### config.mk
export PLATFORM = sky130hd
export DESIGN_NAME = uart_tx_fifo
export DESIGN_NICKNAME = d
export VERILOG_FILES = /design/src/rtl/uart_tx_fifo.sv
export SDC_FILE = /design/constraint.sdc
export NUM_CORES = 1
export LEC_CHECK = 0
export BUFFER_PORTS_ARGS = -buffer_cell sky130_fd_sc_hd__buf_2
export CAP_MARGIN = 30
export CORE_ASPECT_RATIO = 0.8
export CORE_UTILIZATION = 61
export CTS_CLUSTER_DIAMETER = 200
export DETAILED_ROUTE_END_ITERATION = 16
export MAX_ROUTING_LAYER = met4
export PLACE_DENSITY = 0.76
export SLEW_MARGIN = 15
export SYNTH_ARGS = -nofsm -noshare
export SYNTH_HDL_FRONTEND = slang
export SYNTH_SLANG_ARGS = --single-unit
### constraint.sdc
create_clock -name clk -period 4.4 [get_ports clk]
set_clock_uncertainty 0.2 [all_clocks]
set_input_delay 0.88 -clock clk [delete_from_list [all_inputs] [get_ports clk]]
set_output_delay 0.88 -clock clk [all_outputs]
set_load 0.03 [all_outputs]
### src/rtl/uart_tx_fifo.sv
// UART transmitter with an integrated transmit FIFO and a valid/ready producer interface.
// Frames are start, DATA_W bits LSB-first, optional parity, then 1 or 2 stop bits, paced by baud_tick.
module uart_tx_fifo #(
    parameter int DATA_W  = 8,
    parameter int FIFO_AW = 4
) (
    input  logic              clk,
    input  logic              rst,
    input  logic              baud_tick,
    input  logic              s_valid,
    input  logic [DATA_W-1:0] s_data,
    output logic              s_ready,
    input  logic              par_en,
    input  logic              par_odd,
    input  logic              stop2,
    output logic              tx,
    output logic              tx_busy,
    output logic [FIFO_AW:0]  fifo_count,
    output logic              fifo_empty
);

    localparam int DEPTH = 2 ** FIFO_AW;
    localparam int CNT_W = $clog2(DATA_W + 1);
    localparam logic [FIFO_AW:0]  FULL_CNT = (FIFO_AW + 1)'(DEPTH);
    localparam logic [CNT_W-1:0] LAST_CNT = CNT_W'(DATA_W);

    typedef enum logic [2:0] {
        S_IDLE   = 3'd0,
        S_START  = 3'd1,
        S_DATA   = 3'd2,
        S_PARITY = 3'd3,
        S_STOP1  = 3'd4,
        S_STOP2  = 3'd5
    } state_t;

    logic [DATA_W-1:0]  mem_q [DEPTH];
    logic [FIFO_AW-1:0] wr_ptr_q;
    logic [FIFO_AW-1:0] rd_ptr_q;
    logic [FIFO_AW:0]   count_q;
    logic               push;
    logic               pop;
    logic [DATA_W-1:0]  head;

    state_t             state_q;
    state_t             state_d;
    logic               tx_q;
    logic               tx_d;
    logic               busy_q;
    logic               busy_d;
    logic [DATA_W-1:0]  shift_q;
    logic [DATA_W-1:0]  shift_d;
    logic [CNT_W-1:0]   cnt_q;
    logic [CNT_W-1:0]   cnt_d;
    logic               par_en_q;
    logic               par_en_d;
    logic               par_bit_q;
    logic               par_bit_d;
    logic               stop2_q;
    logic               stop2_d;
    logic               load_frame;
    logic               end_frame;

    assign s_ready    = (count_q != FULL_CNT);
    assign fifo_empty = (count_q == '0);
    assign fifo_count = count_q;
    assign tx         = tx_q;
    assign tx_busy    = busy_q;
    assign push       = s_valid && s_ready;
    assign head       = mem_q[rd_ptr_q];

    always_ff @(posedge clk) begin
        if (push) begin
            mem_q[wr_ptr_q] <= s_data;
        end
    end

    always_ff @(posedge clk or posedge rst) begin
        if (rst) begin
            wr_ptr_q <= '0;
            rd_ptr_q <= '0;
            count_q  <= '0;
        end else begin
            if (push) begin
                wr_ptr_q <= wr_ptr_q + 1'b1;
            end
            if (pop) begin
                rd_ptr_q <= rd_ptr_q + 1'b1;
            end
            case ({push, pop})
                2'b10:   count_q <= count_q + 1'b1;
                2'b01:   count_q <= count_q - 1'b1;
                default: count_q <= count_q;
            endcase
        end
    end

    always_comb begin
        state_d    = state_q;
        tx_d       = tx_q;
        busy_d     = busy_q;
        shift_d    = shift_q;
        cnt_d      = cnt_q;
        par_en_d   = par_en_q;
        par_bit_d  = par_bit_q;
        stop2_d    = stop2_q;
        load_frame = 1'b0;
        end_frame  = 1'b0;
        pop        = 1'b0;

        case (state_q)
            S_IDLE: begin
                if (baud_tick && !fifo_empty) begin
                    load_frame = 1'b1;
                end
            end
            S_START: begin
                if (baud_tick) begin
                    tx_d    = shift_q[0];
                    shift_d = shift_q >> 1;
                    cnt_d   = CNT_W'(1);
                    state_d = S_DATA;
                end
            end
            S_DATA: begin
                if (baud_tick) begin
                    if (cnt_q < LAST_CNT) begin
                        tx_d    = shift_q[0];
                        shift_d = shift_q >> 1;
                        cnt_d   = cnt_q + 1'b1;
                    end else if (par_en_q) begin
                        tx_d    = par_bit_q;
                        state_d = S_PARITY;
                    end else begin
                        tx_d    = 1'b1;
                        state_d = S_STOP1;
                    end
                end
            end
            S_PARITY: begin
                if (baud_tick) begin
                    tx_d    = 1'b1;
                    state_d = S_STOP1;
                end
            end
            S_STOP1: begin
                if (baud_tick) begin
                    if (stop2_q) begin
                        state_d = S_STOP2;
                    end else begin
                        end_frame = 1'b1;
                    end
                end
            end
            S_STOP2: begin
                if (baud_tick) begin
                    end_frame = 1'b1;
                end
            end
            default: begin
                state_d = S_IDLE;
                tx_d    = 1'b1;
                busy_d  = 1'b0;
            end
        endcase

        // A queued word at the closing stop tick starts the next frame with no idle gap.
        if (end_frame) begin
            if (fifo_empty) begin
                tx_d    = 1'b1;
                busy_d  = 1'b0;
                state_d = S_IDLE;
            end else begin
                load_frame = 1'b1;
            end
        end

        if (load_frame) begin
            pop       = 1'b1;
            shift_d   = head;
            par_en_d  = par_en;
            par_bit_d = (^head) ^ par_odd;
            stop2_d   = stop2;
            tx_d      = 1'b0;
            busy_d    = 1'b1;
            state_d   = S_START;
        end
    end

    always_ff @(posedge clk or posedge rst) begin
        if (rst) begin
            state_q   <= S_IDLE;
            tx_q      <= 1'b1;
            busy_q    <= 1'b0;
            shift_q   <= '0;
            cnt_q     <= '0;
            par_en_q  <= 1'b0;
            par_bit_q <= 1'b0;
            stop2_q   <= 1'b0;
        end else begin
            state_q   <= state_d;
            tx_q      <= tx_d;
            busy_q    <= busy_d;
            shift_q   <= shift_d;
            cnt_q     <= cnt_d;
            par_en_q  <= par_en_d;
            par_bit_q <= par_bit_d;
            stop2_q   <= stop2_d;
        end
    end

endmodule

==> flow_metrics.tcl, run 1 <==
set metrics [dict create \
    status "finished, final reports clean" \
    vias 3663 \
    setup_ws_ns 1.063 \
    antenna_found_initial 0 \
    cts-htree-levels 4 \
    clk_latency_ns 0.42 \
    drt_pre_antenna_iters 7 \
    synth_area_per_cell_sq_um 16.55 \
    io_buffers 23 \
    p_leak_nw 2.730 \
    yosys.area.top_type "edfxtp_1" \
    start_util_pct 62.71 \
    fin_crit_ns 3.337 \
    cts-resized-gates 0 \
    synthAdderAreaFrac_pct 1.655 \
    path_class "reg -> reg" \
    ff_latch_area_sq_um 4672 \
    synth_xor_area_share_pct 2.888 \
    drtIter0Drc 413 \
    fin_setup_tns_ns 0 \
    cts_setup_buffers 0 \
    yosys-mux-area-fraction_pct 13.63 \
    synth-compound-area-share_pct 3.844 \
    clk_pin_slew_worst_paths_ns 0.06 \
    yosys.area_share.simple_pct 6.640 \
    cellPowerDensity_nw_per_um2 719.5 \
    fp.dieArea_sq_um 11580 \
    drive_gt1_share_pct 23.79 \
    cts_buffers 17 \
    place_congestion 0.8299 \
    synth_top_area_share_pct 56.50 \
    fillCellCount 692 \
    period_share_pct 75.84 \
    routed_wl_microns 13170 \
    synth_seq_cells 161 \
    finalSetupViolCount 0 \
    yosys_warnings 0 \
    grt_overflow 0 \
    arrival_ns 3.43 \
    grt_use_total_pct 25.97 \
    synth.top_cells.by_area "edfxtp_1 (57%), dfrtp_1 (12%), mux4_2 (10%)" \
    worstMarginPinSlew_ns 0.8505 \
    slew_violations 0 \
    area_growth_syn_to_layout_pct 12.32 \
    cts.path.max_buffers 2 \
    numClockSinks 161 \
    hold_viol_final 0 \
    ir_worst_vdd_mv 0.5016 \
    grt_pass1_wl_microns 20010 \
    synth_top_family_by_area "multiplexers" \
    routed_via_density 6.125 \
    cts_root_buf "clkbuf_16" \
    hp-class "reg -> reg" \
    final_common_cell "edfxtp_1" \
    ioPinCount 24 \
    cts_tree "yes" \
    grt_pass1_vias 3441 \
    synthDistinctLibCells 46 \
    maxSlewHeadroom_pct 43.09 \
    antenna-diode-count 0 \
    cp.required_ns 4.49 \
    cts_hold_buf 0 \
    coreArea_sq_um 10850 \
    rsz0062_at_grt "no" \
    syn_area_sq_um 6803 \
    multi_input_area_sq_um 1956 \
    yosysSeqAreaShare_pct 68.66 \
    dieWidth_microns 120.1 \
    fmax_mhz 299.7 \
    final_cell_mix "edfxtp_1 (128), nand2_1 (37), mux4_2 (31), dfrtp_1 (31), nor2_1 (30)" \
    end_kind "register" \
    drcViolationCount 0 \
    nets 466 \
    cp_max_fo 8 \
    hold_slack_ns 0.2785 \
    dp_worst_setup_slack_ns 1.030 \
    grt_max_degree 34 \
    netlist_instances 411 \
    worstSetupStartpointType "register" \
    dp_hpwl_microns 8491 \
    ant_nets 0 \
    synth_nets 435 \
    fp.dieH_microns 96.46 \
    row_count 34 \
    drv_cap 0 \
    wl_per_cell_microns 22.02 \
]
==> through the flow <==
step                power [mW]  cells  cell area [sq um]  util (%)
finish                   5.497    598               7641     70.44
floorplan                3.623    411               6803         -
global route             5.770    598               7641     70.44
global placement         3.936    566               7028     64.79
CTS                      5.515    597               7634     70.37
detailed placement       4.007    566               7028     64.79
==> worst max-delay path, cell delays in order, from the launching register on <==
cell and delay (ns):
dfrtp_1 0.46, or4_1 0.60, o2111ai_2 0.24, inv_2 0.13, ha_1 0.32, xor2_1 0.20, ha_1 0.22, o21ai_0 0.15
nand2b_1 0.08, a31oi_1 0.20, xor2_1 0.17, nor2_1 0.08, xor2_1 0.16
==> final timing paths <==
check | end | cells after the start | slack, ns | startpoint
worst max register to register | fifo_count[4] | 12 | 1.06 | fifo_count[2]
min in group asynchronous | fifo_count[3] | 3 | 0.34 | rst
worst max-delay path | fifo_count[4] | 12 | 1.06 | fifo_count[2]
max in group asynchronous | tx | 3 | 3.33 | rst
worst min-delay path | cnt_q[2] | 1 | 0.28 | cnt_q[2]
worst min register to register | cnt_q[2] | 1 | 0.28 | cnt_q[2]
==> sequential cells by signal (all words and copies together), names as in the netlist <==
| signal | cells |
|---|---|
| state_q | 3 |
| tx | 1 |
| mem_q | 128 |
| tx_busy | 1 |
| par_en_q | 1 |
| cnt_q | 4 |
| shift_q | 8 |
| rd_ptr_q | 4 |
| wr_ptr_q | 4 |
| fifo_count | 5 |
| stop2_q | 1 |
| par_bit_q | 1 |
==> routing by layer <==
| layer | wire [microns] | global-route usage [%] |
|---|---|---|
| met1 | 5523 | 34.13 |
| met2 | 6515 | 39.32 |
| met3 | 963 | 8.685 |
| met4 | 166 | 7.396 |
| met5 | 0 | - |
==> where the power goes <==
group | switching (mW) | total (mW) | internal [mW]
logic | 0.921 | 1.80 | 0.877
registers | 0.290 | 2.20 | 1.91
clock network | 0.599 | 1.50 | 0.897
==> layout make-up <==
type,count,area share (%)
multi-input combinational,219,25.59
inverter,10,0.4912
clock buffer,17,5.567
timing repair buffer,33,2.489
clock inverter,14,2.358
sequential,161,61.14
tap,144,2.358
==> cell families after synthesis <==
group / count (synthesis)
multiplexers: 45
buffers and inverters: 31
AO/OA/AOI/OAI: 45
AND/OR/NAND/NOR: 100
adder cells (fa/ha/maj): 9
XOR/XNOR: 20
flip-flops: 161
==> synthesized netlist by cell type, drive strengths merged <==
| cell | n |
|---|---|
| a2111oi | 1 |
| a21boi | 1 |
| a21oi | 12 |
| a22o | 1 |
| a22oi | 6 |
| a31oi | 1 |
| and3 | 5 |
| and4 | 1 |
| buf | 11 |
| clkbuf | 10 |
| dfrtp | 32 |
| dfstp | 1 |
| edfxtp | 128 |
| ha | 9 |
| inv | 10 |
| mux2 | 6 |
| mux2i | 3 |
| mux4 | 36 |
| nand2 | 37 |
| nand2b | 5 |
| nand3 | 5 |
| nand3b | 1 |
| nand4 | 2 |
| nor2 | 30 |
| nor2b | 4 |
| nor3 | 5 |
| nor3b | 1 |
| nor4 | 2 |
| o2111ai | 1 |
| o21ai | 18 |
| o22ai | 3 |
| o31ai | 1 |
| or2 | 1 |
| or4 | 1 |
| xnor2 | 11 |
| xnor3 | 1 |
| xor2 | 8 |
Note: power is estimated with default switching activity, not from simulation.
==> run 2, diff against run 1 <==
- ABC_AREA: not set -> 1
- CORE_UTILIZATION: 61 -> 62
- PLACE_DENSITY: 0.76 -> 0.77
- clock period: 4.4 -> 3.35 ns (I/O delays scaled with it)
==> run 2 against run 1 <==
  * Non-clock buffer count stayed put
  * Sequential share of layout area is 3.0 points lower
  * Clock power is 31% higher
  * Register-to-register slack worse by 0.39 ns
  * Worst setup slack worse by 0.39 ns
  * Critical path type unchanged
==> flow_metrics.tcl, run 2 <==
set metrics [dict create \
    post-route-util_pct 72.36 \
    synth_nets 723 \
    cts_root_buf "clkbuf_16" \
    crit_top_cell "nand2_1" \
    fmax_mhz 372.9 \
    row_count 34 \
    regMostFlops "mem_q" \
    cts_tree "yes" \
    clk_latency_ns 0.42 \
    yosys.area.top_type "edfxtp_1" \
    dieWidth_microns 122.5 \
    synthDistinctLibCells 36 \
    start_util_pct 64.91 \
    drcViolationCount 0 \
    fin_crit_ns 2.681 \
    drt_pre_antenna_iters 6 \
    wl_per_cell_microns 17.52 \
    area_growth_syn_to_layout_pct 11.48 \
    power.total_mw 7.656 \
    antenna_found_initial 0 \
    synth_top_area_share_pct 53.33 \
    p_int_mw 4.648 \
    finalSetupViolCount 0 \
    ant_nets 0 \
    routed_via_density 5.739 \
    reg2reg_slack_ns 0.67 \
    drtIter0Drc 533 \
    final_cell_mix "nand2_1 (149), edfxtp_1 (128), inv_1 (78), nand3_1 (78), nor2_1 (77)" \
    hold_viol_final 0 \
    place_congestion 0.9040 \
    grt_pass1_vias 4806 \
    cellPowerDensity_nw_per_um2 952.9 \
    pwr-share-seq_pct 35.7 \
    synth_ff_type "edfxtp_1" \
    numClockSinks 161 \
    antenna-diode-count 0 \
    crit_start "rd_ptr_q[0]" \
    p_clk_share_pct 25.6 \
    syn_area_sq_um 7207 \
    rsz0062_at_grt "no" \
    io_buffers 23 \
    routed_wl_microns 15400 \
    cts_buffers 17 \
    fin_setup_tns_ns 0 \
    yosysSeqAreaShare_pct 64.81 \
    max_stage_delay_ns 0.60 \
    grt_overflow 0 \
    cts_setup_buffers 0 \
    nets 746 \
    crit_slowest_cell "buf_4" \
    drive_gt1_share_pct 10.88 \
    coreArea_sq_um 11100 \
    end_kind "register" \
    cts-htree-levels 4 \
    maxSlewHeadroom_pct 43.84 \
    clk_pin_slew_worst_paths_ns 0.06 \
    ir_worst_vdd_mv 0.6656 \
    cp_max_fo 73 \
    cts.path.max_buffers 2 \
    netlist_instances 699 \
    cts-resized-gates 0 \
    crit_chain "buf_4 -> nand2_1 -> nand2_1 -> nand2_1 -> nand3_1 -> nand3_1 -> nand2_1 -> inv_1 -> nand2_1 -> nand2_1 -> nand2_1 -> nand3_1 -> nand2_1 -> nand2_1 -> nand3_1 -> nand2_1" \
    vias 5045 \
    worstMarginPinSlew_ns 0.8393 \
    combPwrFrac_pct 38.8 \
    worstSetupStartpointType "register" \
    cts_hold_buf 0 \
    grt_use_total_pct 28.88 \
    grt_max_degree 74 \
    synthArstFlopShare_pct 20.50 \
    synth_edf_count 128 \
    cp.required_ns 3.46 \
    drv_cap 0 \
    grt_pass1_wl_microns 24610 \
    r2r_start "rd_ptr_q[0]" \
    p_leak_nw 3.328 \
    worstSetupEndpoint "par_bit_q" \
    synth_common_cells "nand2_1 (149), edfxtp_1 (128), inv_1 (78), nand3_1 (78), nor2_1 (77)" \
    synth_seq_cells 161 \
    ioPinCount 24 \
    hp-class "in -> async" \
    arrival_ns 2.79 \
    status "finished, final reports clean" \
    fp.dieH_microns 98.43 \
    p_sw_share_pct 39.29 \
    r2r-end "par_bit_q" \
    rr_worst_depth 16 \
    synth.top_cells.by_area "edfxtp_1 (53%), dfrtp_1 (11%), nand2_1 (7.8%)" \
    final_common_cell "nand2_1" \
    yosysMostFrequentCell "nand2_1" \
    fp.dieArea_sq_um 12060 \
    slew_violations 0 \
    p_switching_mw 3.008 \
    dp_hpwl_microns 9444 \
    largest_reg_flops 128 \
    path_class "reg -> reg" \
    period_share_pct 80.04 \
    synth_area_per_cell_sq_um 10.31 \
    yosys_warnings 0 \
]
## run 2: cell type report
cell class,instances,area (sq um)
sequential,161,4672
fill,784,3069
multi-input combinational,423,2042
clock buffer,25,549.3
inverter,86,322.8
timing repair buffer,33,202.7
tap,144,180.2
clock inverter,7,65.06
## run 2: power groups by stage
stage,combinational (mW),sequential [mW],clock (mW)
global route,3.34,2.76,2.06
CTS,2.95,2.73,1.97
finish,2.97,2.73,1.96
global placement,2.80,2.75,0
floorplan,2.20,2.77,0
detailed placement,2.90,2.76,0
## run 2: worst min-delay path by stage
stage | end | slack [ns] | cells past startpoint
6_report | fifo_count[0] | 0.13 | 3
3_3_place_gp | tx_busy | 0.27 | 2
2_1_floorplan | par_bit_q | 0.24 | 2
4_1_cts | fifo_count[1] | 0.14 | 3
5_1_grt | fifo_count[1] | 0.17 | 3
3_5_place_dp | par_bit_q | 0.28 | 2
## run 2: metal layers
layer / wire, microns / share of wire, % / vias up / global-route usage, %
li1: - / - / 2394 / -
met4: 347 / 2.3 / 0 / 8.818
met2: 7375 / 48 / 231 / 44.12
met1: 6535 / 42 / 2388 / 38.78
met3: 1138 / 7.4 / 32 / 6.771
met5: 0 / 0 / - / -
## run 2: cell families (layout without fill, tap and decap cells)
kind of cell / Yosys count / after routing / synth area share, %
fa+ha+maj: 9 / 9 / 1.563
xor+xnor: 12 / 12 / 1.458
compound gates: 82 / 82 / 6.632
flops: 161 / 161 / 64.81
buf+inv: 115 / 151 / 6.858
simple gates: 320 / 320 / 18.68
## run 2: critical path, delay by kind of cell (launching register included)
family	cells	cell delay, ns
DFF	1	0.36
buffers and inverters	2	0.67
and+or+nand+nor	14	1.30
## run 2: metrics by stage
| step | setup slack [ns] | hold slack [ns] | instances | instance area [sq um] |
|---|---|---|---|---|
| 2_1_floorplan | 0.5371 | 0.2441 | 699 | 7207 |
| 3_3_place_gp | 0.6797 | 0.2706 | 847 | 7420 |
| 3_5_place_dp | 0.5713 | 0.2773 | 847 | 7420 |
| 4_1_cts | 0.7147 | 0.1377 | 879 | 8034 |
| 5_1_grt | 0.3606 | 0.1690 | 879 | 8034 |
| 6_report | 0.6686 | 0.1291 | 879 | 8034 |
==> run 3, diff against run 2 <==
- CORE_UTILIZATION: 62 -> 56
- PLACE_DENSITY: 0.77 -> 0.73
- clock period: 3.35 -> 2.4 ns (I/O delays scaled with it)
==> run 3 against run 2 <==
  * Worst setup slack worse by 0.61 ns
  * Utilization shrank 4.3 points
  * First-iteration DRC count decreased by 11%
  * Critical endpoint is now fifo_count[4]
  * Largest cell class unchanged
  * Largest power group unchanged
==> flow_metrics.tcl, run 3 (synthesized netlist as in run 2, its figures left out) <==
set metrics [dict create \
    status "finished, final reports clean" \
    fp.dieH_microns 103.5 \
    numClockSinks 161 \
    grt_pass1_vias 4749 \
    fp.dieArea_sq_um 13330 \
    antenna_found_initial 0 \
    cts-htree-levels 4 \
    arrival_ns 2.46 \
    cts_root_buf "clkbuf_16" \
    fin_crit_ns 2.340 \
    drtIter0Drc 473 \
    grt_overflow 0 \
    ir_worst_vdd_mv 0.8807 \
    row_count 36 \
    dieWidth_microns 128.8 \
    fmax_mhz 427.4 \
    worstMarginPinSlew_ns 0.8757 \
    drcViolationCount 0 \
    cts_tree "yes" \
    drt_pre_antenna_iters 5 \
    nets 775 \
    rsz0062_at_grt "yes" \
    maxSlewHeadroom_pct 41.40 \
    period_share_pct 97.50 \
    vias 5107 \
    grt_max_degree 37 \
    multi_input_area_sq_um 2131 \
    clk_pin_slew_worst_paths_ns 0.06 \
    final_common_cell "nand2_1" \
    drive_gt1_share_pct 17.04 \
    io_buffers 23 \
    dp_hpwl_microns 10150 \
    clk_latency_ns 0.43 \
    rr_worst_depth 15 \
    wl_per_cell_microns 16.71 \
    antenna-diode-count 0 \
    start_util_pct 58.39 \
    end_kind "register" \
    coreArea_sq_um 12340 \
    routed_via_density 5.468 \
    largest_reg_flops 128 \
    hp-class "in -> reg" \
    ff_latch_area_sq_um 4677 \
    slew_violations 0 \
    area_growth_syn_to_layout_pct 16.55 \
    finalSetupViolCount 0 \
    post-route-util_pct 68.06 \
    path_class "reg -> reg" \
    hold_slack_ns 0.05252 \
    worst_hold_path.num_cells 3 \
    routed_wl_microns 15600 \
    worstSetupStartpointType "register" \
    cellPowerDensity_nw_per_um2 1329 \
    cts.path.max_buffers 2 \
    ioPinCount 24 \
    place_congestion 0.8017 \
    fillCellCount 927 \
    grt_pass1_wl_microns 24160 \
    regMostFlops "mem_q" \
    cts_buffers 17 \
    ant_nets 0 \
    cp.required_ns 2.52 \
    grt_use_total_pct 25.63 \
    final_cell_mix "nand2_1 (143), edfxtp_1 (128), inv_1 (76)" \
    cp_max_fo 4 \
    p_leak_nw 3.444 \
    hold_viol_final 0 \
    drv_cap 0 \
]
-- run 3: cell types whose count changed in the layout (fill, tap and decap cells not counted), moves of 3 or more --
cell and change:
buf_4 +22, nand2_1 -6, nand2_2 +6, buf_12 +4, clkinvlp_4 +4, dfrtp_1 -4
dfrtp_2 +4, nand3_1 -4, nand3_2 +4, nor2_1 -4, nor2_2 +4, clkbuf_8 -3
-- run 3: area by class of cell --
class	instances	area share [%]
tap	171	2.547
inverter	86	3.948
clock inverter	12	1.415
multi-input combinational	423	25.37
timing repair buffer	62	5.884
clock buffer	19	5.154
sequential	161	55.68
-- run 3: path summary, 6_finish.rpt --
path | end | start | slack [ns]
setup / recovery | fifo_count[4] | state_q[1] | 0.06
hold / removal | par_en_q | par_en | 0.05
setup reg to reg | fifo_count[4] | state_q[1] | 0.06
hold reg to reg | tx_busy | tx_busy | 0.28
max in group asynchronous | tx | rst | 1.18
min in group asynchronous | wr_ptr_q[1] | rst | 0.48
-- run 3: per-stage QoR --
stage                     area, sq um  instances  worst slack, ns  total power [mW]  TNS [ns]
final                            8399        934          0.06000             11.16         0
after global routing             8399        934         -0.07868             11.86   -0.1212
after CTS                        8253        928         0.004351             10.86         0
after detailed placement         7682        896         -0.02970             8.284  -0.02970
after global placement           7682        896          0.05681             8.125         0
after floorplan                  7243        699          -0.1606             6.993   -0.2349
-- run 3: repair_timing --
action	in CTS	in global routing
endpoints found under the setup margin	1	42
endpoints found under the hold margin	32	0
hold buffers	1	0
resized for setup	1	25
setup buffers	0	5
pin swaps	1	2
gates cloned	0	1
-- run 3: layer usage --
layer / up-vias / global-route usage [%] / share of wire [%]
li1: 2453 / - / -
met1: 2446 / 32.81 / 44
met2: 182 / 40.83 / 47
met3: 26 / 6.121 / 7.6
met4: 0 / 8.235 / 1.4
met5: - / - / 0
-- run 3: where the power goes --
group	internal (mW)	switching (mW)	leakage (nW)	total, mW
clock	1.51	1.04	0.263	2.55
combinational	1.73	3.09	1.63	4.81
sequential	3.53	0.272	1.55	3.80
-- run 3: worst max-delay path, stage by stage (launching register included) --
cell and delay (ns):
dfrtp_1 0.42, inv_1 0.09, nand2_1 0.11, nor3_2 0.29
nand2_2 0.09, nand2_2 0.10, ha_4 0.18, xor2_2 0.16
ha_1 0.19, inv_2 0.04, nand2_2 0.09, nand3_2 0.07
nand3_1 0.07, nand2_1 0.05, nand2_1 0.05, nand2_1 0.04
